===== src/rtl/simon_mmio_responder.sv =====
// simon_mmio_responder: responder on the processor data-memory bus that serves
// the Simon Game peripherals through a six-word window: a debounced button
// event FIFO, a timed LED driver and a free-running Galois LFSR.
module simon_mmio_responder #(
    parameter logic [31:0] BASE_ADDR       = 32'd4096,
    parameter int          DEBOUNCE_CYCLES = 250000,
    parameter int          FIFO_DEPTH      = 4,
    parameter logic [31:0] LFSR_SEED       = 32'hACE10001
) (
    input  logic        clock,
    input  logic        reset,
    input  logic [31:0] address,
    input  logic [31:0] data_in,
    input  logic        wren,
    input  logic        rden,
    output logic [31:0] q_io,
    output logic        io_hit,
    input  logic [3:0]  buttons_raw,
    output logic [3:0]  leds,
    output logic        led_busy
);

    localparam int          PTR_W  = (FIFO_DEPTH > 1) ? $clog2(FIFO_DEPTH) : 1;
    localparam int          CNT_W  = $clog2(FIFO_DEPTH + 1);
    localparam int          DB_W   = (DEBOUNCE_CYCLES > 1) ? $clog2(DEBOUNCE_CYCLES) : 1;
    localparam logic [DB_W-1:0] DB_MAX = DB_W'(DEBOUNCE_CYCLES - 1);
    // Right-shift Galois mask for x^32 + x^22 + x^2 + x + 1.
    localparam logic [31:0] LFSR_TAPS = 32'h80200003;

    typedef enum logic [2:0] {
        REG_STATUS   = 3'd0,
        REG_POP      = 3'd1,
        REG_LED_CTRL = 3'd2,
        REG_LED_TIME = 3'd3,
        REG_RAND     = 3'd4,
        REG_CLEAR    = 3'd5
    } reg_e;

    // ------------------------------------------------------------------
    // Bus decode
    // ------------------------------------------------------------------
    logic [31:0] offset;
    reg_e        reg_sel;
    logic        wr_acc;
    logic        rd_acc;

    // Addresses below the base wrap to huge offsets, so one compare covers both ends.
    assign offset  = address - BASE_ADDR;
    assign io_hit  = (offset < 32'd6);
    assign reg_sel = reg_e'(offset[2:0]);
    assign wr_acc  = io_hit & wren;
    // A simultaneous store takes priority, so the cycle is not a load.
    assign rd_acc  = io_hit & rden & ~wren;

    // ------------------------------------------------------------------
    // State
    // ------------------------------------------------------------------
    logic [3:0]             sync1_q, sync2_q;
    logic [3:0]             deb_q, deb_d;
    logic [3:0][DB_W-1:0]   db_cnt_q, db_cnt_d;
    logic [3:0]             press;

    logic                   push_valid;
    logic                   push_multi;
    logic [1:0]             push_idx;

    logic [1:0]             fifo_mem [FIFO_DEPTH];
    logic [PTR_W-1:0]       wr_ptr_q, wr_ptr_d;
    logic [PTR_W-1:0]       rd_ptr_q, rd_ptr_d;
    logic [CNT_W-1:0]       count_q, count_d;
    logic                   ovf_q, ovf_d;
    logic                   fifo_full, fifo_empty;
    logic                   clear_req, pop_req, do_push;

    logic [3:0]             leds_q, leds_d;
    logic                   busy_q, busy_d;
    logic [31:0]            remaining_q, remaining_d;
    logic [31:0]            led_time_q, led_time_d;

    logic [31:0]            lfsr_q, lfsr_d;

    logic [31:0]            rd_data;
    logic [31:0]            q_io_q;

    function automatic logic [PTR_W-1:0] ptr_inc(input logic [PTR_W-1:0] p);
        return (p == PTR_W'(FIFO_DEPTH - 1)) ? '0 : p + PTR_W'(1);
    endfunction

    // ------------------------------------------------------------------
    // Button debounce: a level change is accepted after DEBOUNCE_CYCLES
    // consecutive cycles of disagreement; any agreement restarts the count.
    // ------------------------------------------------------------------
    // Per-button debounce counter and level, plus the press strobe on 0->1.
    always_comb begin
        // NOTE: every output gets a default first so no path leaves it unassigned (no latch).
        deb_d    = deb_q;
        db_cnt_d = db_cnt_q;
        press    = '0;
        for (int i = 0; i < 4; i++) begin
            if (sync2_q[i] == deb_q[i]) begin
                db_cnt_d[i] = '0;
            end else if (db_cnt_q[i] == DB_MAX) begin
                deb_d[i]    = sync2_q[i];
                db_cnt_d[i] = '0;
                press[i]    = sync2_q[i];
            end else begin
                db_cnt_d[i] = db_cnt_q[i] + DB_W'(1);
            end
        end
    end

    // Pick the lowest-index press; any extra simultaneous press is an overflow.
    always_comb begin
        push_idx   = 2'd0;
        push_valid = |press;
        push_multi = (press & (press - 4'd1)) != 4'd0;
        for (int i = 3; i >= 0; i--) begin
            if (press[i]) push_idx = 2'(i);
        end
    end

    // ------------------------------------------------------------------
    // Event FIFO
    // ------------------------------------------------------------------
    assign fifo_full  = (count_q == CNT_W'(FIFO_DEPTH));
    assign fifo_empty = (count_q == '0);
    assign clear_req  = wr_acc & (reg_sel == REG_CLEAR);
    assign pop_req    = rd_acc & (reg_sel == REG_POP) & ~fifo_empty;
    assign do_push    = push_valid & ~fifo_full & ~clear_req;

    // FIFO pointers, occupancy and sticky overflow; a flush overrides everything.
    always_comb begin
        wr_ptr_d = wr_ptr_q;
        rd_ptr_d = rd_ptr_q;
        count_d  = count_q;
        ovf_d    = ovf_q;
        if (clear_req) begin
            wr_ptr_d = '0;
            rd_ptr_d = '0;
            count_d  = '0;
            ovf_d    = 1'b0;
        end else begin
            if (do_push) wr_ptr_d = ptr_inc(wr_ptr_q);
            if (pop_req) rd_ptr_d = ptr_inc(rd_ptr_q);
            case ({do_push, pop_req})
                2'b10:   count_d = count_q + CNT_W'(1);
                2'b01:   count_d = count_q - CNT_W'(1);
                default: count_d = count_q;
            endcase
            if (push_valid && (fifo_full || push_multi)) ovf_d = 1'b1;
        end
    end

    // FIFO storage; entries are only read while counted as valid.
    // NOTE: the storage array has no reset -- occupancy gates every read, and
    // leaving it unreset lets it map onto plain register-file/RAM cells.
    always_ff @(posedge clock) begin
        if (do_push) fifo_mem[wr_ptr_q] <= push_idx;
    end

    // ------------------------------------------------------------------
    // LED timer
    // ------------------------------------------------------------------
    // LED pattern, busy flag and countdown; a LED_CTRL write (re)starts the timer.
    always_comb begin
        leds_d      = leds_q;
        busy_d      = busy_q;
        remaining_d = remaining_q;
        led_time_d  = led_time_q;
        if (wr_acc && reg_sel == REG_LED_TIME) begin
            led_time_d = data_in;
        end
        if (wr_acc && reg_sel == REG_LED_CTRL) begin
            leds_d      = data_in[3:0];
            remaining_d = led_time_q;
            busy_d      = (led_time_q != '0);
        end else if (busy_q) begin
            remaining_d = remaining_q - 32'd1;
            if (remaining_q == 32'd1) begin
                busy_d = 1'b0;
                leds_d = '0;
            end
        end
    end

    // ------------------------------------------------------------------
    // LFSR: nonzero seed plus a primitive polynomial keeps it off zero.
    // ------------------------------------------------------------------
    assign lfsr_d = {1'b0, lfsr_q[31:1]} ^ (lfsr_q[0] ? LFSR_TAPS : 32'h0);

    // ------------------------------------------------------------------
    // Read mux and falling-edge read register
    // ------------------------------------------------------------------
    // Read data for the addressed register; write-only offsets return 0.
    always_comb begin
        rd_data = '0;
        case (reg_sel)
            REG_STATUS:   rd_data = {ovf_q, 27'b0, 4'(count_q)};
            REG_POP:      if (!fifo_empty) rd_data = {27'b0, 1'b1, 2'b00, fifo_mem[rd_ptr_q]};
            REG_LED_CTRL: rd_data = {28'b0, leds_q};
            REG_LED_TIME: rd_data = remaining_q;
            REG_RAND:     rd_data = lfsr_q;
            default:      rd_data = '0;
        endcase
    end

    // All rising-edge state; asynchronous reset aborts timers and debounces.
    always_ff @(posedge clock or negedge reset) begin
        if (!reset) begin
            sync1_q     <= '0;
            sync2_q     <= '0;
            deb_q       <= '0;
            db_cnt_q    <= '0;
            wr_ptr_q    <= '0;
            rd_ptr_q    <= '0;
            count_q     <= '0;
            ovf_q       <= 1'b0;
            leds_q      <= '0;
            busy_q      <= 1'b0;
            remaining_q <= '0;
            led_time_q  <= '0;
            lfsr_q      <= LFSR_SEED;
        end else begin
            // NOTE: non-blocking assignments so every register samples pre-edge values,
            // which is what makes the two-flop synchronizer actually two flops.
            sync1_q     <= buttons_raw;
            sync2_q     <= sync1_q;
            deb_q       <= deb_d;
            db_cnt_q    <= db_cnt_d;
            wr_ptr_q    <= wr_ptr_d;
            rd_ptr_q    <= rd_ptr_d;
            count_q     <= count_d;
            ovf_q       <= ovf_d;
            leds_q      <= leds_d;
            busy_q      <= busy_d;
            remaining_q <= remaining_d;
            led_time_q  <= led_time_d;
            lfsr_q      <= lfsr_d;
        end
    end

    // Load data captured mid-cycle so it is stable for the MW latch at the next rising edge.
    always_ff @(negedge clock or negedge reset) begin
        if (!reset) begin
            q_io_q <= '0;
        end else if (rd_acc) begin
            q_io_q <= rd_data;
        end
    end

    assign q_io     = q_io_q;
    assign leds     = leds_q;
    assign led_busy = busy_q;

endmodule


===== config.mk =====
export PLATFORM = sky130hd
export DESIGN_NAME = simon_mmio_responder
export DESIGN_NICKNAME = d
export VERILOG_FILES = /design/src/rtl/simon_mmio_responder.sv
export SDC_FILE = /design/constraint.sdc
export NUM_CORES = 1
export LEC_CHECK = 0
export CAP_MARGIN = 20
export CORE_MARGIN = 5
export CORE_UTILIZATION = 51
export CTS_CLUSTER_SIZE = 8
export DETAILED_ROUTE_END_ITERATION = 10
export PLACE_DENSITY = 0.76
export SYNTH_ARGS = -nofsm -noshare
export SYNTH_HDL_FRONTEND = slang
export SYNTH_SLANG_ARGS = --single-unit

===== constraint.sdc =====
create_clock -name clock -period 2.7 [get_ports clock]
set_input_delay 0.54 -clock clock [delete_from_list [all_inputs] [get_ports clock]]
set_output_delay 0.54 -clock clock [all_outputs]
set_load 0.02 [all_outputs]

==> results of run 1 <==
==> layout make-up <==
class / count / area [sq um] / area share (%)
clock buffers: 49 / 950 / 6.73
clock inverters: 3 / 33.8 / 0.240
inverters: 20 / 75.1 / 0.532
multi-input cells: 694 / 4770 / 33.9
flip-flops and latches: 233 / 5880 / 41.7
well taps: 270 / 338 / 2.40
repair buffers: 218 / 2050 / 14.5
==> power groups by stage <==
stage / logic [mW] / registers (mW) / clock network [mW]
after detailed placement: 0.318 / 3.61 / 0
final: 0.325 / 3.55 / 3.90
after floorplan: 0.0886 / 3.60 / 0
after CTS: 0.321 / 3.55 / 3.96
after global routing: 0.363 / 3.55 / 4.16
after global placement: 0.315 / 3.61 / 0
==> repair_timing <==
action                     4_1_cts  5_1_grt
pin swaps                       27       26
cloned                           4        0
hold buffers                     1        0
hold endpoints to repair         7        0
buffers inserted                18       17
gates resized for setup        374       61
setup endpoints to repair      105       68
==> stage by stage <==
| stage | std cells | hold WS [ns] | worst slack, ns | instance area (sq um) |
|---|---|---|---|---|
| 3_3_place_gp | 1395 | 0.338 | -1.36 | 12400 |
| 3_5_place_dp | 1395 | 0.336 | -1.45 | 12400 |
| 6_report | 1487 | 0.343 | -0.574 | 14100 |
| 5_1_grt | 1487 | 0.365 | -0.668 | 14100 |
| 4_1_cts | 1470 | 0.346 | -0.485 | 13800 |
| 2_1_floorplan | 982 | 0.244 | -1.03 | 10500 |
==> routing by layer <==
metal | vias to the layer above | GRT usage (%) | routed length (um)
met3 | 36 | 4.86 | 1780
met1 | 4026 | 30.4 | 11500
li1 | 3867 | - | -
met2 | 272 | 34.4 | 12800
met5 | - | 0 | 0
met4 | 0 | 4.79 | 473
==> registers in the layout (all words and copies together) (netlist names) <==
| name | flops |
|---|---|
| lfsr_q | 32 |
| remaining_q | 32 |
| wr_ptr_q | 2 |
| sync1_q | 4 |
| rd_ptr_q | 2 |
| led_time_q | 32 |
| db_cnt_q | 72 |
| ovf_q | 1 |
| led_busy | 1 |
| q_io | 32 |
| deb_q | 4 |
| leds | 4 |
| count_q | 3 |
| fifo_mem | 8 |
| sync2_q | 4 |
==> cells in the final DEF, fill, tap and decap left out, drive strengths merged, types with 21 or more instances in the layout <==
cell	n
xnor2	51
dfrtn	32
inv	21
a22oi	30
buf	158
o21ai	53
nor2	138
nand2	73
mux2	36
clkdlybuf4s50	43
a21oi	55
nand3	36
nor4	21
clkbuf	52
and3	27
xor2	42
dfrtp	184
nor3	28
==> worst max-delay path: cells and delay by family <==
family | cells | cell delay [ns]
compound gates | 2 | 0.26
buf+inv | 4 | 0.63
simple gates | 5 | 0.83
==> how the worst min path moves through the flow <==
| stage | end | depth (start not counted) |
|---|---|---|
| detailed placement | sync2_q[3] | 0 |
| CTS | sync2_q[3] | 0 |
| finish | sync2_q[3] | 0 |
| floorplan | count_q[0] | 0 |
| global placement | sync2_q[3] | 0 |
| global route | sync2_q[1] | 0 |
==> synth_stat cells (all sizes together) (3+ instances only) <==
master    n
nor3     28
nor4     21
nand2    73
and3     27
edfxtp    8
mux2i     4
nand2b    3
nor2b     6
dfrtp   184
xnor2    51
nand3    36
or4       4
a21oi    55
nor4b     6
mux2     36
dfrtn    32
buf      13
nand4    13
xor2     42
and2      9
clkbuf   22
nor3b     6
dfstp     9
o21ai    53
inv      20
or3      19
a22oi    30
o22ai     3
ha       11
nor2    138
==> cells by family after synthesis <==
logic type      count (synthesis)
compound gates                148
xor+xnor                       93
fa+ha+maj                      12
buf+inv                        55
flops                         233
mux                            42
simple gates                  399
==> metrics.txt, run 1 <==
Combinational Power Share around 4.2%; fillcell total 1409; Worst path slowest cell nor4_4; setup_tns -26.35 ns; maximum root-to-sink buffer count 3; Pint just over 6 mW; Post-DP HPWL roughly 16000 um; Final Worst Setup Slack -0.574 ns; wire per inst between 15 and 20 um; top post-synthesis cells by area dfrtp_1, dfrtn_1, nor2_1, xnor2_1, mux2_2; overall routed net length between 20000 and 30000 um; unrepaired setup endpoints after global routing yes; crit start category primary input; Max Slew Vio Count 0; CTS H-tree lvls 2; input/output buffers about 110; fin nets between 1000 and 1500; mapped cell area between 10000 and 15000 sq um; Core Area 20200 sq um; number of vias after detailed routing ~8200; Reg-to-Reg End q_io[0]; GRT Util Overall 21.5%; main combinational cell family by area after synthesis simple AND/OR/NAND/NOR gates; Total Die Area about 23000 sq um; nature of the critical path endpoint flip-flop; Pwr Total between 7 and 8 mW; post-synthesis simple-gate area fraction between 10% and 20%; Setup Crit Path Kind primary input to flip-flop; DRC 0; largest net degree at the start of global routing 95; FP Rows 52; cell taking the most area after synthesis dfrtp_1; leakage 6.28 nW; worst-margin pin slew 0.639 ns; CTS tree done; vias in the first global route approximately 8300; DR vias/cell about 5.5; count of final hold-check violations 0; Post-synth EDFFs 8; Final ANT Viol Nets 0; Clock power frac roughly 50%; switch share 21.5%; DR pass1 iterations 5; Die W 153 um; Post-Synth Adder-Cell Area under 10%; Required @ worst endpoint about 1.7 ns; pwr dens between 500 and 600 nW/um^2; layout cells sized above 1 between 20% and 30%; final design utilization between 60% and 70%; post-synthesis xor/xnor area fraction 7.78%; failing checks negative setup slack; Seq/Total Area, Yosys roughly 56%; Cell variety after synth between 50 and 60; Hold Startpoint sync1_q[3]; crit-path most repeated cell buf_6; Critical Path Max Stage Delay approximately 0.34 ns; critical path peak fanout 8; top-level port count 110; Worst IR Drop VDD 0.409 mV; Seq cells post-synth 233; critical path endpoint q_io[6]; Reg2Reg Setup Slack -0.17 ns; Clk Latency, worst-skew pair around 0.52 ns; post-synthesis async set-or-reset flop share 96.6%; Final setup viols 65; Final Skew 0.0285 ns; # Max-Cap Violations 0; syn avg cell area roughly 11 sq um; Yosys top cell area share 44.0%; status complete, but fails checks; area delta synth->final 34.8%; YS warnings 0; Hold Path Class flip-flop to flip-flop; # diodes 0; clock slew at reported path FFs roughly 0.05 ns; syn_nets between 1000 and 1500; CTS Sinks around 230; critical-path cell list buf_6, nor4_4, buf_4, nand4b_1, a22oi_2, and2_4, nand3b_1, buf_6, buf_12, nand2_4, o21ai_2; Mapped Cells approximately 1000; Net Switching ~1.7 mW; clk root buf clkbuf_16; Crit. Startpoint address[16]; initial antenna violation count 0; global placer's final weighted congestion ~0.81; first-pass GRT wire length 41700 um; post-synthesis mux area share 4.69%; Slew HR around 57%; r2r worst-path depth 5; Crit Reg-Reg Startpoint rd_ptr_q[0]; Starting Density between 50% and 60%; initial DRC count approximately 600; Worst EP arrival about 2.3 ns; Seq pwr share between 40% and 50%; CTS Buf Count 35; post-synthesis compound-gate area fraction between 8 and 9%; chip height 153 um; dominant synthesized flop cell dfrtp_1; total congestion overflow 0
Power figures use the tool's default switching activity.
==> run 2: changes to the inputs <==
REMOVE_ABC_BUFFERS = 1   (was not set)
==> metrics.txt, run 2 (synthesized netlist as in run 1, its figures left out) <==
Reg with most FFs db_cnt_q; input/output buffers ~110; top-level port count 110; CTS tree done; CTS Sinks roughly 230; unrepaired setup endpoints after global routing yes; wire per inst approximately 18 um; crit start category primary input; Hold Path Class flip-flop to flip-flop; Worst IR Drop VDD 0.528 mV; Clk Latency, worst-skew pair roughly 0.52 ns; initial antenna violation count 0; # Max-Cap Violations 0; total congestion overflow 0; DR pass1 iterations 5; Worst EP arrival roughly 2.3 ns; Crit Reg-Reg Startpoint rd_ptr_q[0]; maximum root-to-sink buffer count 3; Starting Density 51.7%; GRT Util Overall a little under a quarter; overall routed net length around 28000 um; status complete, but fails checks; Total Die Area roughly 23000 sq um; # diodes 0; Setup Crit Path Kind primary input to flip-flop; vias in the first global route 8797; Max Slew Vio Count 0; Post-DP HPWL 16700 um; Pwr Total between 7 and 8 mW; largest net degree at the start of global routing 65; max reg flops slightly above 70; Final Worst Setup Slack -0.562 ns; initial DRC count 580; area delta synth->final 38.4%; most common cell after layout, fill and taps aside dfrtp_1; clk root buf clkbuf_16; Final Skew 0.0348 ns; count of final hold-check violations 0; leakage between 6 and 7 nW; commonest cells after routing, fill and taps aside dfrtp_1, nor2_1, buf_4, a21oi_1, xnor2_1; CTS H-tree lvls 2; Die W 153 um; worst-margin pin slew between 0.5 and 0.6 ns; Final setup viols 65; Hold Startpoint sync1_q[3]; nature of the critical path endpoint flip-flop; clock slew at reported path FFs roughly 0.05 ns; number of vias after detailed routing 8452; Core Area 20200 sq um; DRC 0; DR vias/cell approximately 5.5; Slew HR 60.0%; fin nets approximately 1300; FP Rows 52; first-pass GRT wire length around 44000 um; global placer's final weighted congestion roughly 0.82; Worst Hold Margin between 0.3 and 0.4 ns; Required @ worst endpoint 1.69 ns; Final ANT Viol Nets 0; failing checks negative setup slack; critical path peak fanout 8; pwr dens between 500 and 600 nW/um^2; Crit. Startpoint address[11]; Reg2Reg Setup Slack -0.19 ns; chip height 153 um; layout cells sized above 1 about 30%; CTS Buf Count 35
[run 2: layer usage]
metal	track usage (%)	wire length, um
met1	29.3	11100
met2	38.5	13800
met3	4.83	1630
met4	9.42	1000
met5	0	0
[run 2: where the power goes]
group | internal [mW] | switching, mW | leakage, nW
sequential | 3.54 | 0.0138 | 3.01
clock | 2.43 | 1.54 | 0.477
combinational | 0.151 | 0.180 | 3.05
[run 2: path summary, 6_finish.rpt]
check	depth (start not counted)	end
setup / recovery	10	q_io[7]
hold / removal	0	sync2_q[3]
setup reg to reg	5	q_io[1]
hold reg to reg	0	sync2_q[3]
max in group asynchronous	2	q_io[4]
min in group asynchronous	2	led_time_q[16]
[run 2: worst max-delay path: stages]
cell	delay (ns)
dlygate4sd2_1	0.25
a211oi_2	0.16
nand2_1	0.12
a2111oi_4	0.37
and2_4	0.20
nand3b_1	0.11
buf_12	0.18
buf_16	0.17
nand2_2	0.06
o21ai_1	0.06
[run 2: area by class of cell]
| cell class | instances | area [sq um] |
|---|---|---|
| fillers | 1389 | 5750 |
| inverters | 20 | 75.1 |
| clock inverters | 4 | 35.0 |
| multi-input cells | 694 | 4780 |
| clock buffers | 59 | 966 |
| well taps | 270 | 338 |
| flip-flops and latches | 233 | 5880 |
| repair buffers | 256 | 2410 |
[run 2: timing repair]
action	in CTS	in global routing
gates resized for setup	377	53
cloned	5	0
setup buffers	20	20
hold buffers	1	0
pin swaps	39	28
endpoints found under the hold margin	5	0
setup endpoints to repair	73	72
[run 2: stage by stage]
stage                     util, %  setup WS, ns  instance area (sq um)  cells  setup TNS, ns
after floorplan                 -         -1.93                  10300    947         -77.93
after global placement       62.3         -1.25                  12600   1427         -68.10
after detailed placement     62.3         -1.36                  12600   1427         -74.56
after CTS                    70.1        -0.479                  14200   1516         -23.17
after global routing         71.6        -0.636                  14500   1536         -28.85
final                        71.6        -0.562                  14500   1536         -25.30
==> run 3: changes to the inputs <==
RECOVER_POWER = 50   (was not set)
SKIP_LAST_GASP = 1   (was not set)
==> metrics.txt, run 3 (synthesized netlist as in run 1, its figures left out) <==
largest net degree at the start of global routing 65; CTS Buf Count 35; Final Skew roughly 0.035 ns; worst-margin pin slew 1.38 ns; failing checks negative setup slack; CTS tree done; Worst path slowest cell a2111oi_4; fin nets about 1300; Worst IR Drop VDD around 0.52 mV; Die W roughly 150 um; max reg flops between 70 and 80; Setup Crit Path Kind primary input to flip-flop; clk root buf clkbuf_16; Starting Density between 50% and 60%; Hold Path Cell Cnt 0; CTS H-tree lvls 2; Final ANT Viol Nets 0; Hold EP sync2_q[3]; vias in the first global route 8792; Post-DP HPWL roughly 17000 um; Reg with most FFs db_cnt_q; status complete, but fails checks; Reg-to-Reg End q_io[1]; Hold Startpoint sync1_q[3]; Critical Path Max Stage Delay 0.34 ns; count of final hold-check violations 0; wire per inst between 15 and 20 um; initial DRC count approximately 530; top-level port count 110; global placer's final weighted congestion ~0.82; Reg2Reg Setup Slack -0.20 ns; Final setup viols between 60 and 70; r2r worst-path depth 5; leakage around 6.5 nW; finished layout cell area ~14000 sq um; Slew HR 7.80%; Total Die Area ~23000 sq um; crit start category primary input; DRC 0; Worst EP arrival 2.25 ns; critical path peak fanout 8; first-pass GRT wire length between 40000 and 50000 um; Crit. Startpoint address[10]; area delta synth->final 38.5%; initial antenna violation count 0; critical-path cell list dlygate4sd2_1, nor4_1, nand3_1, a2111oi_4, and2_4, nand3b_1, buf_12, buf_16, nand2_2, o21ai_1; fillcell total roughly 1400; Crit Reg-Reg Startpoint rd_ptr_q[0]; nature of the critical path endpoint flip-flop; overall routed net length around 28000 um; Storage cell area around 5900 sq um; Clk Latency, worst-skew pair around 0.52 ns; GRT Util Overall a little under a quarter; DR pass1 iterations 5; unrepaired setup endpoints after global routing yes; area occupied by multi-input gates between 4000 and 5000 sq um; # diodes 0; chip height between 150 and 200 um; clock slew at reported path FFs about 0.050 ns; FP Rows between 50 and 60; maximum root-to-sink buffer count 3; commonest cells after routing, fill and taps aside dfrtp_1, nor2_1, buf_4, a21oi_1, xnor2_1; Final Worst Setup Slack -0.548 ns; DR vias/cell 5.52; most common cell after layout, fill and taps aside dfrtp_1; total congestion overflow 0; Required @ worst endpoint around 1.7 ns; WP buf/inv 3; CTS Sinks roughly 230; input/output buffers 109; CP top delay family simple AND/OR/NAND/NOR gates; Hold Path Class flip-flop to flip-flop; layout cells sized above 1 29.2%; pwr dens around 540 nW/um^2; number of vias after detailed routing ~8500; Pwr Total between 7 and 8 mW; Max Slew Vio Count 0; Core Area ~20000 sq um; placed cell area around 13000 sq um; # Max-Cap Violations 0
-- run 3: cell types whose count changed in the layout (fill, tap and decap cells not counted), sizes merged --
cell | before | now
clkbuf | 66 | 74
dlygate4sd3 | 1 | 5
buf | 190 | 185
clkdlybuf4s50 | 43 | 39
-- run 3: worst reg2reg max path: stages, from the launching register on --
cell and delay, ns:
dfrtp_1 0.43, mux4_2 0.56, inv_1 0.09, o22ai_1 0.11
a21oi_1 0.17, o21ai_2 0.06
-- run 3: power breakdown --
part	switching [mW]	internal [mW]	total (mW)	leakage, nW
logic	0.181	0.146	0.326	3.05
registers	0.0138	3.54	3.55	3.01
clock network	1.54	2.43	3.97	0.477
-- run 3: worst max-delay path by stage --
stage                     endpoint  slack (ns)  cells after the start
final                     q_io[27]       -0.55                     10
after global routing      q_io[27]       -0.64                     10
after CTS                  q_io[2]       -0.48                     12
after detailed placement   q_io[3]       -1.36                      9
after global placement    q_io[20]       -1.25                      9
after floorplan            q_io[0]       -1.93                      7
-- run 3: metrics by stage --
stage | util, % | cells | worst slack (ns) | hold slack (ns) | setup TNS [ns]
final | 71.6 | 1539 | -0.548 | 0.345 | -25.04
after global routing | 71.6 | 1539 | -0.641 | 0.354 | -29.08
after CTS | 70.0 | 1516 | -0.479 | 0.346 | -23.23
after detailed placement | 62.3 | 1427 | -1.36 | 0.335 | -74.56
after global placement | 62.3 | 1427 | -1.25 | 0.335 | -68.10
after floorplan | - | 947 | -1.93 | 0.244 | -77.93
-- run 3: area by class of cell --
| type | count | share of cell area (%) |
|---|---|---|
| flip-flops and latches | 233 | 40.6 |
| multi-input cells | 694 | 33.0 |
| repair buffers | 259 | 16.7 |
| clock buffers | 59 | 6.67 |
| well taps | 270 | 2.33 |
| inverters | 20 | 0.518 |
| clock inverters | 4 | 0.242 |
-- run 3: layer usage --
layer  share of wire [%]  vias to the layer above  track usage, %
met3                 6.1                       90            4.83
met5                   0                        -               0
met1                  40                     4174            29.2
li1                    -                     3957               -
met4                 4.0                        0            9.21
met2                  50                      275            38.6
-- run 3: timing repair --
item / 4_1_cts / 5_1_grt
pin swaps: 39 / 29
endpoints found under the hold margin: 5 / 0
hold buffers: 1 / 0
setup buffers: 20 / 22
setup endpoints to repair: 73 / 72
resized for setup: 371 / 56
gates cloned: 5 / 1
